`config.mk`:
```
export PLATFORM = sky130hd
export DESIGN_NAME = wb_wport_arbiter
export DESIGN_NICKNAME = d
export VERILOG_FILES = /design/src/rtl/wb_wport_arbiter_pkg.sv /design/src/rtl/wb_wport_arbiter_llu.sv /design/src/rtl/wb_wport_arbiter.sv
export SDC_FILE = /design/constraint.sdc
export NUM_CORES = 1
export LEC_CHECK = 0
export ABC_AREA = 1
export CAP_MARGIN = 20
export CORE_ASPECT_RATIO = 1.75
export CORE_MARGIN = 2
export CORE_UTILIZATION = 48
export CTS_BUF_LIST = sky130_fd_sc_hd__clkbuf_4 sky130_fd_sc_hd__clkbuf_8
export DETAILED_ROUTE_END_ITERATION = 8
export MAX_ROUTING_LAYER = met4
export PLACE_DENSITY = 0.95
export SYNTH_ARGS = -nofsm -noshare
export SYNTH_HDL_FRONTEND = slang
export SYNTH_SLANG_ARGS = --single-unit
```
`constraint.sdc`:
```
create_clock -name clk -period 8.9 [get_ports clk]
set_clock_uncertainty 0.05 [all_clocks]
set_input_delay 2.67 -clock clk [delete_from_list [all_inputs] [get_ports clk]]
set_output_delay 2.67 -clock clk [all_outputs]
set_load 0.01 [all_outputs]
```
`src/rtl/wb_wport_arbiter_pkg.sv`:
```
// Shared definitions for the writeback write-port arbiter: the EX->WB bus layout and the
// arbiter FSM encoding.
package wb_wport_arbiter_pkg;

  localparam int unsigned ES_TO_WS_BUS_WD = 70;
  localparam int unsigned WE_BIT          = 69;
  localparam int unsigned DEST_MSB        = 68;
  localparam int unsigned DEST_LSB        = 64;
  localparam int unsigned RES_MSB         = 63;
  localparam int unsigned RES_LSB         = 32;
  localparam int unsigned DEST_W          = DEST_MSB - DEST_LSB + 1;
  localparam int unsigned RES_W           = RES_MSB - RES_LSB + 1;

  typedef enum logic {
    ARB_NORMAL = 1'b0,
    ARB_FORCE  = 1'b1
  } arb_state_t;

  typedef struct packed {
    logic              we;
    logic [DEST_W-1:0] dest;
    logic [RES_W-1:0]  result;
    logic [31:0]       pc;
  } wb_bus_t;

endpackage

```
`src/rtl/wb_wport_arbiter_llu.sv`:
```
// Two-entry FIFO holding long-latency-unit results until a write port is free.
// A push is refused whenever the FIFO is full, even if it pops in the same cycle.
module wb_llu_fifo
  import wb_wport_arbiter_pkg::*;
#(
  parameter int unsigned W = ES_TO_WS_BUS_WD
) (
  input  logic         clk,
  input  logic         reset,
  input  logic         push,
  input  logic         pop,
  input  logic [W-1:0] din,
  output logic         full,
  output logic         empty,
  output logic [W-1:0] head
);

  logic [W-1:0] mem [2];
  logic         rd_ptr;
  logic         wr_ptr;
  logic [1:0]   count;
  logic         push_ok;
  logic         pop_ok;

  assign full    = (count == 2'd2);
  assign empty   = (count == 2'd0);
  assign push_ok = push && !full;
  assign pop_ok  = pop && !empty;
  assign head    = mem[rd_ptr];

  always_ff @(posedge clk) begin
    if (reset) begin
      rd_ptr <= 1'b0;
      wr_ptr <= 1'b0;
      count  <= 2'd0;
    end else begin
      if (push_ok) wr_ptr <= ~wr_ptr;
      if (pop_ok)  rd_ptr <= ~rd_ptr;
      count <= count + 2'(push_ok) - 2'(pop_ok);
    end
  end

  // Storage needs no reset: entries are only read while counted as valid.
  always_ff @(posedge clk) begin
    if (push_ok) mem[wr_ptr] <= din;
  end

endmodule

```
`src/rtl/wb_wport_arbiter.sv`:
```
// Writeback stage: schedules two regfile write ports between the dual ALU lanes and the
// buffered LLU results, with WAW suppression and a forced LLU slot against starvation.
module wb_wport_arbiter
  import wb_wport_arbiter_pkg::*;
#(
  parameter int unsigned STARVE_MAX = 4,
  parameter int unsigned BUS_WD     = ES_TO_WS_BUS_WD
) (
  input  logic              clk,
  input  logic              reset,
  output logic              lanes_ready,
  input  logic              l1_valid,
  input  logic [BUS_WD-1:0] l1_bus,
  input  logic              l2_valid,
  input  logic [BUS_WD-1:0] l2_bus,
  input  logic              llu_valid,
  output logic              llu_ready,
  input  logic [BUS_WD-1:0] llu_bus,
  output logic              wp1_we,
  output logic [4:0]        wp1_addr,
  output logic [31:0]       wp1_data,
  output logic              wp2_we,
  output logic [4:0]        wp2_addr,
  output logic [31:0]       wp2_data,
  output logic [31:0]       llu_force_cnt
);

  localparam int unsigned SW = $clog2(STARVE_MAX + 1);

  arb_state_t        state;
  arb_state_t        state_next;
  logic              force_slot;
  logic [SW-1:0]     starve_cnt;
  logic              fifo_full;
  logic              fifo_empty;
  logic              pop;
  logic [BUS_WD-1:0] head_raw;
  wb_bus_t           b1;
  wb_bus_t           b2;
  wb_bus_t           head;
  wb_bus_t           p1;
  wb_bus_t           p2;
  logic              p1_vld;
  logic              p2_vld;
  logic              p1_llu;
  logic              p2_llu;
  logic              l1_wr;
  logic              l2_wr;
  logic              p1_we;
  logic              p2_we;
  logic              unused_pc;

  assign b1        = wb_bus_t'(l1_bus);
  assign b2        = wb_bus_t'(l2_bus);
  assign head      = wb_bus_t'(head_raw);
  assign llu_ready = !fifo_full;
  assign unused_pc = ^{b1.pc, b2.pc, head.pc};

  wb_llu_fifo #(.W(BUS_WD)) u_fifo (
    .clk   (clk),
    .reset (reset),
    .push  (llu_valid),
    .pop   (pop),
    .din   (llu_bus),
    .full  (fifo_full),
    .empty (fifo_empty),
    .head  (head_raw)
  );

  always_ff @(posedge clk) begin
    if (reset) state <= ARB_NORMAL;
    else       state <= state_next;
  end

  always_comb begin
    state_next = state;
    case (state)
      ARB_NORMAL:
        if (!fifo_empty && !pop && (starve_cnt == SW'(STARVE_MAX - 1)))
          state_next = ARB_FORCE;
      ARB_FORCE: state_next = ARB_NORMAL;
      default:   state_next = ARB_NORMAL;
    endcase
  end

  always_comb begin
    lanes_ready = (state == ARB_NORMAL);
    force_slot  = (state == ARB_FORCE);
  end

  // Slot allocation: lanes keep their own port, the LLU head fills the first free one.
  always_comb begin
    p1     = b1;
    p2     = b2;
    p1_vld = 1'b0;
    p2_vld = 1'b0;
    p1_llu = 1'b0;
    p2_llu = 1'b0;
    pop    = 1'b0;
    if (force_slot) begin
      p1     = head;
      p1_vld = !fifo_empty;
      p1_llu = 1'b1;
      pop    = !fifo_empty;
    end else begin
      p1_vld = l1_valid;
      p2_vld = l2_valid;
      if (!fifo_empty) begin
        if (!l1_valid) begin
          p1     = head;
          p1_vld = 1'b1;
          p1_llu = 1'b1;
          pop    = 1'b1;
        end else if (!l2_valid) begin
          p2     = head;
          p2_vld = 1'b1;
          p2_llu = 1'b1;
          pop    = 1'b1;
        end
      end
    end
  end

  // WAW: younger lane2 beats lane1; any lane write beats the older LLU result.
  always_comb begin
    l1_wr = lanes_ready && l1_valid && b1.we && (b1.dest != '0);
    l2_wr = lanes_ready && l2_valid && b2.we && (b2.dest != '0);
    p1_we = p1_vld && p1.we && (p1.dest != '0);
    p2_we = p2_vld && p2.we && (p2.dest != '0);
    if (p1_llu) begin
      if ((l1_wr && (p1.dest == b1.dest)) || (l2_wr && (p1.dest == b2.dest)))
        p1_we = 1'b0;
    end else if (l2_wr && (p1.dest == b2.dest)) begin
      p1_we = 1'b0;
    end
    if (p2_llu && ((l1_wr && (p2.dest == b1.dest)) || (l2_wr && (p2.dest == b2.dest))))
      p2_we = 1'b0;
  end

  always_ff @(posedge clk) begin
    if (reset)                     starve_cnt <= '0;
    else if (fifo_empty || pop)    starve_cnt <= '0;
    else                           starve_cnt <= starve_cnt + SW'(1);
  end

  always_ff @(posedge clk) begin
    if (reset) begin
      wp1_we        <= 1'b0;
      wp1_addr      <= '0;
      wp1_data      <= '0;
      wp2_we        <= 1'b0;
      wp2_addr      <= '0;
      wp2_data      <= '0;
      llu_force_cnt <= '0;
    end else begin
      wp1_we   <= p1_we;
      wp1_addr <= p1.dest;
      wp1_data <= p1.result;
      wp2_we   <= p2_we;
      wp2_addr <= p2.dest;
      wp2_data <= p2.result;
      if (force_slot && (llu_force_cnt != '1))
        llu_force_cnt <= llu_force_cnt + 32'd1;
    end
  end

endmodule

```
* Word-level counts from Yosys, hierarchy flattened *
Memories as Yosys holds them, arrays and structs flattened. A register that Yosys moved wholly into a read port is not among the register bits.
Cells that the tools add are included.

word-level totals
  ROM bits = 0
  output and inout port bits = 110
  memory bits (writable) = 140
  memories = 1
  word-level logic and storage cells = 91
  latch bits = 0
  bits in registers = 116

memory list
  name        words  width  read ports  clocked after memory_dff  wr ports  line                        source
  u_fifo.mem  2      70     1           1                         1         wb_wport_arbiter_llu.sv:18  logic [W-1:0] mem [2];

cells by class
  $lt $le $gt $ge = 0
  multipliers = 0
  div/mod/pow operators = 0
  muxes and demuxes = 31
  reduce and logical (&&, ||, !) cells = 33
  shift-type cells = 0
  equality and inequality tests = 7
  bitwise operators = 3
  add/subtract/negate cells = 4

operator list
  cell                                            count
  2-to-1 mux 70 bit                               7
  adder 32 x 1 -> 32 bit (second input constant)  1
  != test 32 bit (second input constant)          1
  2-to-1 mux 1 bit                                23
  == test 5 bit                                   4
  logical AND 1 bit                               20
  nonzero test 5 bit                              4
  OR reduction 2 bit                              2
  adder 3 x 1 -> 3 bit (second input constant)    1
  == test 3 x 2 -> 1 bit (second input constant)  1
  logical NOT 1 bit                               3
  logical OR 1 bit                                3
  inverter 1 bit                                  3
  adder 2 x 1 -> 2 bit                            1
  == test 2 bit (second input constant)           1
  logical NOT 2 bit                               1
  case mux 1 bit (2 select lines)                 1
  subtractor 2 x 1 -> 2 bit                       1

* Depth between registers and ports, before layout *
  depth in word-level cells = 9
  mapped depth = 13
  gate-level depth less buffers = 13

* By module *
From an unflattened synthesis, not the netlist that was laid out.

unflattened totals
  cells, all modules = 989
  area, all modules = 10,731.5 µm²

modules (own cells, without submodules)
  module            sequential area each (µm²)  cells each  instances  area each (µm²)
  wb_llu_fifo       4,304.1                     257         1          5,657.9
  wb_wport_arbiter  2,242.2                     732         1          5,073.6

* Least setup slack after synthesis *
Ideal clock, no wire load.

  path kind = input to register
  start = input llu_valid
  end = memory u_fifo.mem[1][32] (netlist bit) (enable)
  arrival = 4.383 ns
  stages = 2
  setup time = 0.435 ns
  slack = 4.033 ns
  path through = nand2_1 > nor2_1

on the way
  longest elaborated chain between the ends = 3

RTL lines
  element                                 line                        source
  start, declared                         wb_wport_arbiter.sv:16      input logic llu_valid,
  logical AND 1 bit                       wb_wport_arbiter_llu.sv:27  assign push_ok = push && !full;
  2-to-1 mux 1 bit                        wb_wport_arbiter_llu.sv:45  if (push_ok) mem[wr_ptr] <= din;
  2-to-1 mux 1 bit (not written as such)  wb_wport_arbiter_llu.sv:45
  end, declared                           wb_wport_arbiter_llu.sv:18

No other way between the ends.

* Worst setup path in the final report *
  start = input l1_valid
  end = register wp1_we

on the way
  longest elaborated chain between the ends = 8

RTL lines
  element                                      line                                              source
  start, declared                              wb_wport_arbiter.sv:12                            input logic l1_valid,
  2-to-1 mux 70 bit                            wb_wport_arbiter.sv:109                           if (!l1_valid) begin
  2-to-1 mux 70 bit                            wb_wport_arbiter.sv:108                           if (!fifo_empty) begin
  2-to-1 mux 70 bit                            wb_wport_arbiter.sv:100                           if (force_slot) begin
  == test 5 bit, on equally long branches      wb_wport_arbiter.sv:131, wb_wport_arbiter.sv:133
  logical AND 1 bit, on equally long branches  wb_wport_arbiter.sv:131, wb_wport_arbiter.sv:133
  logical OR 1 bit                             wb_wport_arbiter.sv:131                           if ((l1_wr && (p1.dest == b1.dest)) || (l2_wr && (p1.dest == b2.dest)))
  2-to-1 mux 1 bit                             wb_wport_arbiter.sv:131
  2-to-1 mux 1 bit (*)                         wb_wport_arbiter.sv:130                           if (p1_llu) begin
  end signal, assigned                         wb_wport_arbiter.sv:156                           wp1_we <= p1_we;
  end, declared                                wb_wport_arbiter.sv:19                            output logic wp1_we,

Mark *: on every way between the ends. The rest lies on a longest branch, timed or not.
A chain may end at the register's enable or synchronous reset.

==> run summary <==
• **total gr overflow** 0
• **Root Driver** sky130_fd_sc_hd__clkbuf_8
• **number of buffers created by CTS** 17
• **combined global-route utilization of all metal layers** 26.5%
• **layout-stage area growth over the synthesis result** 35.8%
• **number of cells on the worst hold path** 1
• **number of register bits inferred by synthesis** 193
• **library cell occupying the most area in the post-synthesis netlist** sky130_fd_sc_hd__dfxtp_1
• **largest net degree at the start of global routing** 85
• **number of buffers inserted by hold repair at cts** 0
• **maximum fanout encountered on the critical timing path** 42
• **area of combinational cells with multiple inputs** 2850 sq um
• **Core Rows** 62
• **area of the mapped netlist** 8020 sq um
• **top post-synthesis cells by area** sky130_fd_sc_hd__dfxtp_1 29%, sky130_fd_sc_hd__edfxtp_1 28%, sky130_fd_sc_hd__nand2_1 12%, sky130_fd_sc_hd__nor2_1 6.4%, sky130_fd_sc_hd__o21ai_0 4.7%
• **reg-to-reg setup timing slack** 6.45 ns
• **Post-synth EDFFs** 76
• **global-route wire length before repair** 34600 microns
• **number of pins with negative max-slew slack in the final report** 0
• **number of nets with antenna violations after routing** 0
• **maximum frequency from static timing analysis** 221 MHz
• **CP Class** in2reg
• **width of the die** 102 microns
• **deepest clock path buffer count** 2
• **top-area cell type share of the netlist area** 29.2%
• **Setup Buffers After CTS** 0
• **TritonCTS clock tree** done
• **Async S/R FF share, synth** 0%
• **Worst Hold Endpoint** starve_cnt[0]
• **clock-pin slew reported for the worst setup and hold paths after clock tree synthesis** 0.10 ns
• **depth of the most critical reg-to-reg path** 11
• **final setup violation count** 0
• **count of cells resized by post-cts repair** 0
• **maximum VDD drop** 0.149 mV
• **post-route total power** 0.00221 W
• **First-pass DRT Iterations** 7
• **launch instance of the worst min-delay path** starve_cnt[0]
• **total negative slack for setup checks** 0 ns
• **CP startpoint kind** primary input
• **die height** 175 microns
• **worst slew margin relative to its limit** 63.3%
• **Final Cycle Share** 50.9%
• **boundary pin count** 325
• **critical register-to-register path endpoint** llu_force_cnt[16]
• **detail-routed net length per standard cell** 15.9 microns
• **Main synth FF type** sky130_fd_sc_hd__dfxtp_1
• **# port buffers** 228
• **final net count** 1394
• **unrepaired setup endpoints after global routing** false
• **Data required, critical path** 9.21 ns
• **count of unique library cells instantiated by Yosys** 33
• **CP arrival** 4.85 ns
• **average cell area after synthesis** 8.37 sq um
• **CTS sink cnt** 193
• **H-Tree Depth** 4
• **number of instances in the synthesized netlist** 958
• **number of antenna violations at the first check in global routing** 1
• **detailed-placement wirelength estimate** 16400 microns
• **sequential cell area fraction in the yosys report** 57.7%
• **Die Outline Area** 17800 sq um
• **Max-Cap Viols** 0
• **kind of path behind the tightest hold check** reg2reg
• **Fin. Hold Viols** 0
• **count of warnings emitted by yosys** 0
• **total power divided by cell area** 203 nW/um^2
• **outcome** complete, no violations
• **area of all sequential standard cells** 4630 sq um
• **total number of vias** 7044
• **starting utilization of the core area** 49.0%
• **most frequently used cell type in the post-synthesis netlist** sky130_fd_sc_hd__nand2_1
• **Filler Cells Inserted** 1298
• **Critical Path Source** l1_valid
• **element type at the critical path end** flop
• **clock period minus final worst setup slack** 4.53 ns
• **R2R Path Start** llu_force_cnt[0]
• **fraction of final layout cells sized beyond drive strength 1** 5.39%
• **transition at the pin with the smallest max-transition slack** 0.551 ns
• **leakage** 4.36 nW
• **vias per std cell** 4.99
• **clock latency on the worst-skew pair** 0.47 ns
• **via count of the first global-routing pass** 6968
• **DRC errors left** 0
• **Final Wtd Congestion** 0.923
• **Detailed Route Iter0 Violations** 312
• **Core Footprint** 16400 sq um
• **final wirelength** 22500 microns
• **commonest cells in the netlist** 246 x sky130_fd_sc_hd__nand2_1, 136 x sky130_fd_sc_hd__nor2_1, 117 x sky130_fd_sc_hd__dfxtp_1, 95 x sky130_fd_sc_hd__inv_1, 76 x sky130_fd_sc_hd__edfxtp_1
• **nets in the synthesized netlist** 1178
## final cells by class
class,count,share of cell area (%)
Inverter,102,3.52
Antenna cell,1,0.0230
Timing Repair Buffer,237,21.7
Clock buffer,19,2.35
Clock inverter,13,1.17
Tap cell,224,2.58
Multi-Input combinational cell,623,26.2
Sequential cell,193,42.5
## power breakdown
group | switching (W) | total (W) | internal, W
Sequential | 0.0000351 | 0.00107 | 0.00104
Combinational | 0.000349 | 0.000583 | 0.000235
Clock | 0.000314 | 0.000552 | 0.000238
## registers in the layout (all words and copies together), names as in the netlist, named ones only
| name | flops |
|---|---|
| u_fifo.mem | 76 |
| llu_force_cnt | 32 |
| wp1_data | 32 |
| wp2_data | 32 |
| wp1_addr | 5 |
| wp2_addr | 5 |
| starve_cnt | 3 |
| u_fifo.count | 2 |
| force_slot | 1 |
| u_fifo.rd_ptr | 1 |
| u_fifo.wr_ptr | 1 |
| wp1_we | 1 |
| wp2_we | 1 |
## layout by cell type (no fill, tap or decap), types with 4 or more instances in the layout
cell | Yosys | routed
sky130_fd_sc_hd__a21oi_1 | 59 | 59
sky130_fd_sc_hd__buf_4 | 2 | 8
sky130_fd_sc_hd__clkbuf_8 | 0 | 18
sky130_fd_sc_hd__clkdlybuf4s50_1 | 0 | 228
sky130_fd_sc_hd__clkinv_4 | 0 | 4
sky130_fd_sc_hd__dfxtp_1 | 117 | 116
sky130_fd_sc_hd__edfxtp_1 | 76 | 76
sky130_fd_sc_hd__ha_1 | 5 | 5
sky130_fd_sc_hd__inv_1 | 95 | 94
sky130_fd_sc_hd__inv_2 | 6 | 7
sky130_fd_sc_hd__nand2_1 | 246 | 246
sky130_fd_sc_hd__nand3_1 | 29 | 28
sky130_fd_sc_hd__nand4_1 | 9 | 9
sky130_fd_sc_hd__nor2_1 | 136 | 134
sky130_fd_sc_hd__nor3_1 | 21 | 21
sky130_fd_sc_hd__o21ai_0 | 75 | 75
sky130_fd_sc_hd__o21ai_1 | 6 | 6
sky130_fd_sc_hd__xor2_1 | 15 | 15
## kinds of logic (layout without fill, tap and decap cells)
family / Yosys count / in the layout / share of synthesized area (%)
other: 0 / 1 / 0
AND/OR/NAND/NOR: 455 / 455 / 23.2
adder cells (fa/ha/maj): 5 / 5 / 0.780
flip-flops: 193 / 193 / 57.7
buffers and inverters: 142 / 371 / 7.04
XOR/XNOR: 18 / 18 / 1.97
AO/OA/AOI/OAI: 145 / 145 / 9.30
## worst max-delay path by stage
stage,slack (ns),to
after floorplan,4.03,u_fifo.mem[1][32]
after global placement,3.91,wp1_we
after detailed placement,3.92,wp1_we
after CTS,4.39,wp1_we
after global routing,4.21,wp1_we
final,4.37,wp1_we
## per-layer routing
layer  up-vias  share of wire, %  track usage (%)
met3        57               6.2             4.52
met1      3182                37             28.9
met2       299                53             45.5
li1       3506                 -                -
met5         -                 0                -
met4         0               3.9             13.1
## stage by stage
step	cells	instance area (sq um)	setup WS, ns	hold slack [ns]	util, %
after floorplan	958	8020	4.03	0.349	-
after global placement	1378	10500	3.91	0.357	64.0
after detailed placement	1378	10500	3.92	0.385	64.0
after CTS	1410	10900	4.39	0.403	66.4
after global routing	1412	10900	4.21	0.420	66.5
final	1412	10900	4.37	0.394	66.5
## critical path, stage by stage
cell                              delay [ns]
sky130_fd_sc_hd__clkdlybuf4s50_1        0.50
sky130_fd_sc_hd__inv_1                  0.06
sky130_fd_sc_hd__nand2_1                0.08
sky130_fd_sc_hd__nand2_2                0.04
sky130_fd_sc_hd__buf_4                  0.29
sky130_fd_sc_hd__inv_1                  0.10
sky130_fd_sc_hd__buf_4                  0.36
sky130_fd_sc_hd__nand2_1                0.12
sky130_fd_sc_hd__nand2_1                0.13
sky130_fd_sc_hd__nor2_1                 0.07
sky130_fd_sc_hd__nor3_1                 0.18
sky130_fd_sc_hd__nand3_1                0.11
sky130_fd_sc_hd__nand2_1                0.07
sky130_fd_sc_hd__inv_1                  0.03
Power figures use the tool's default switching activity.
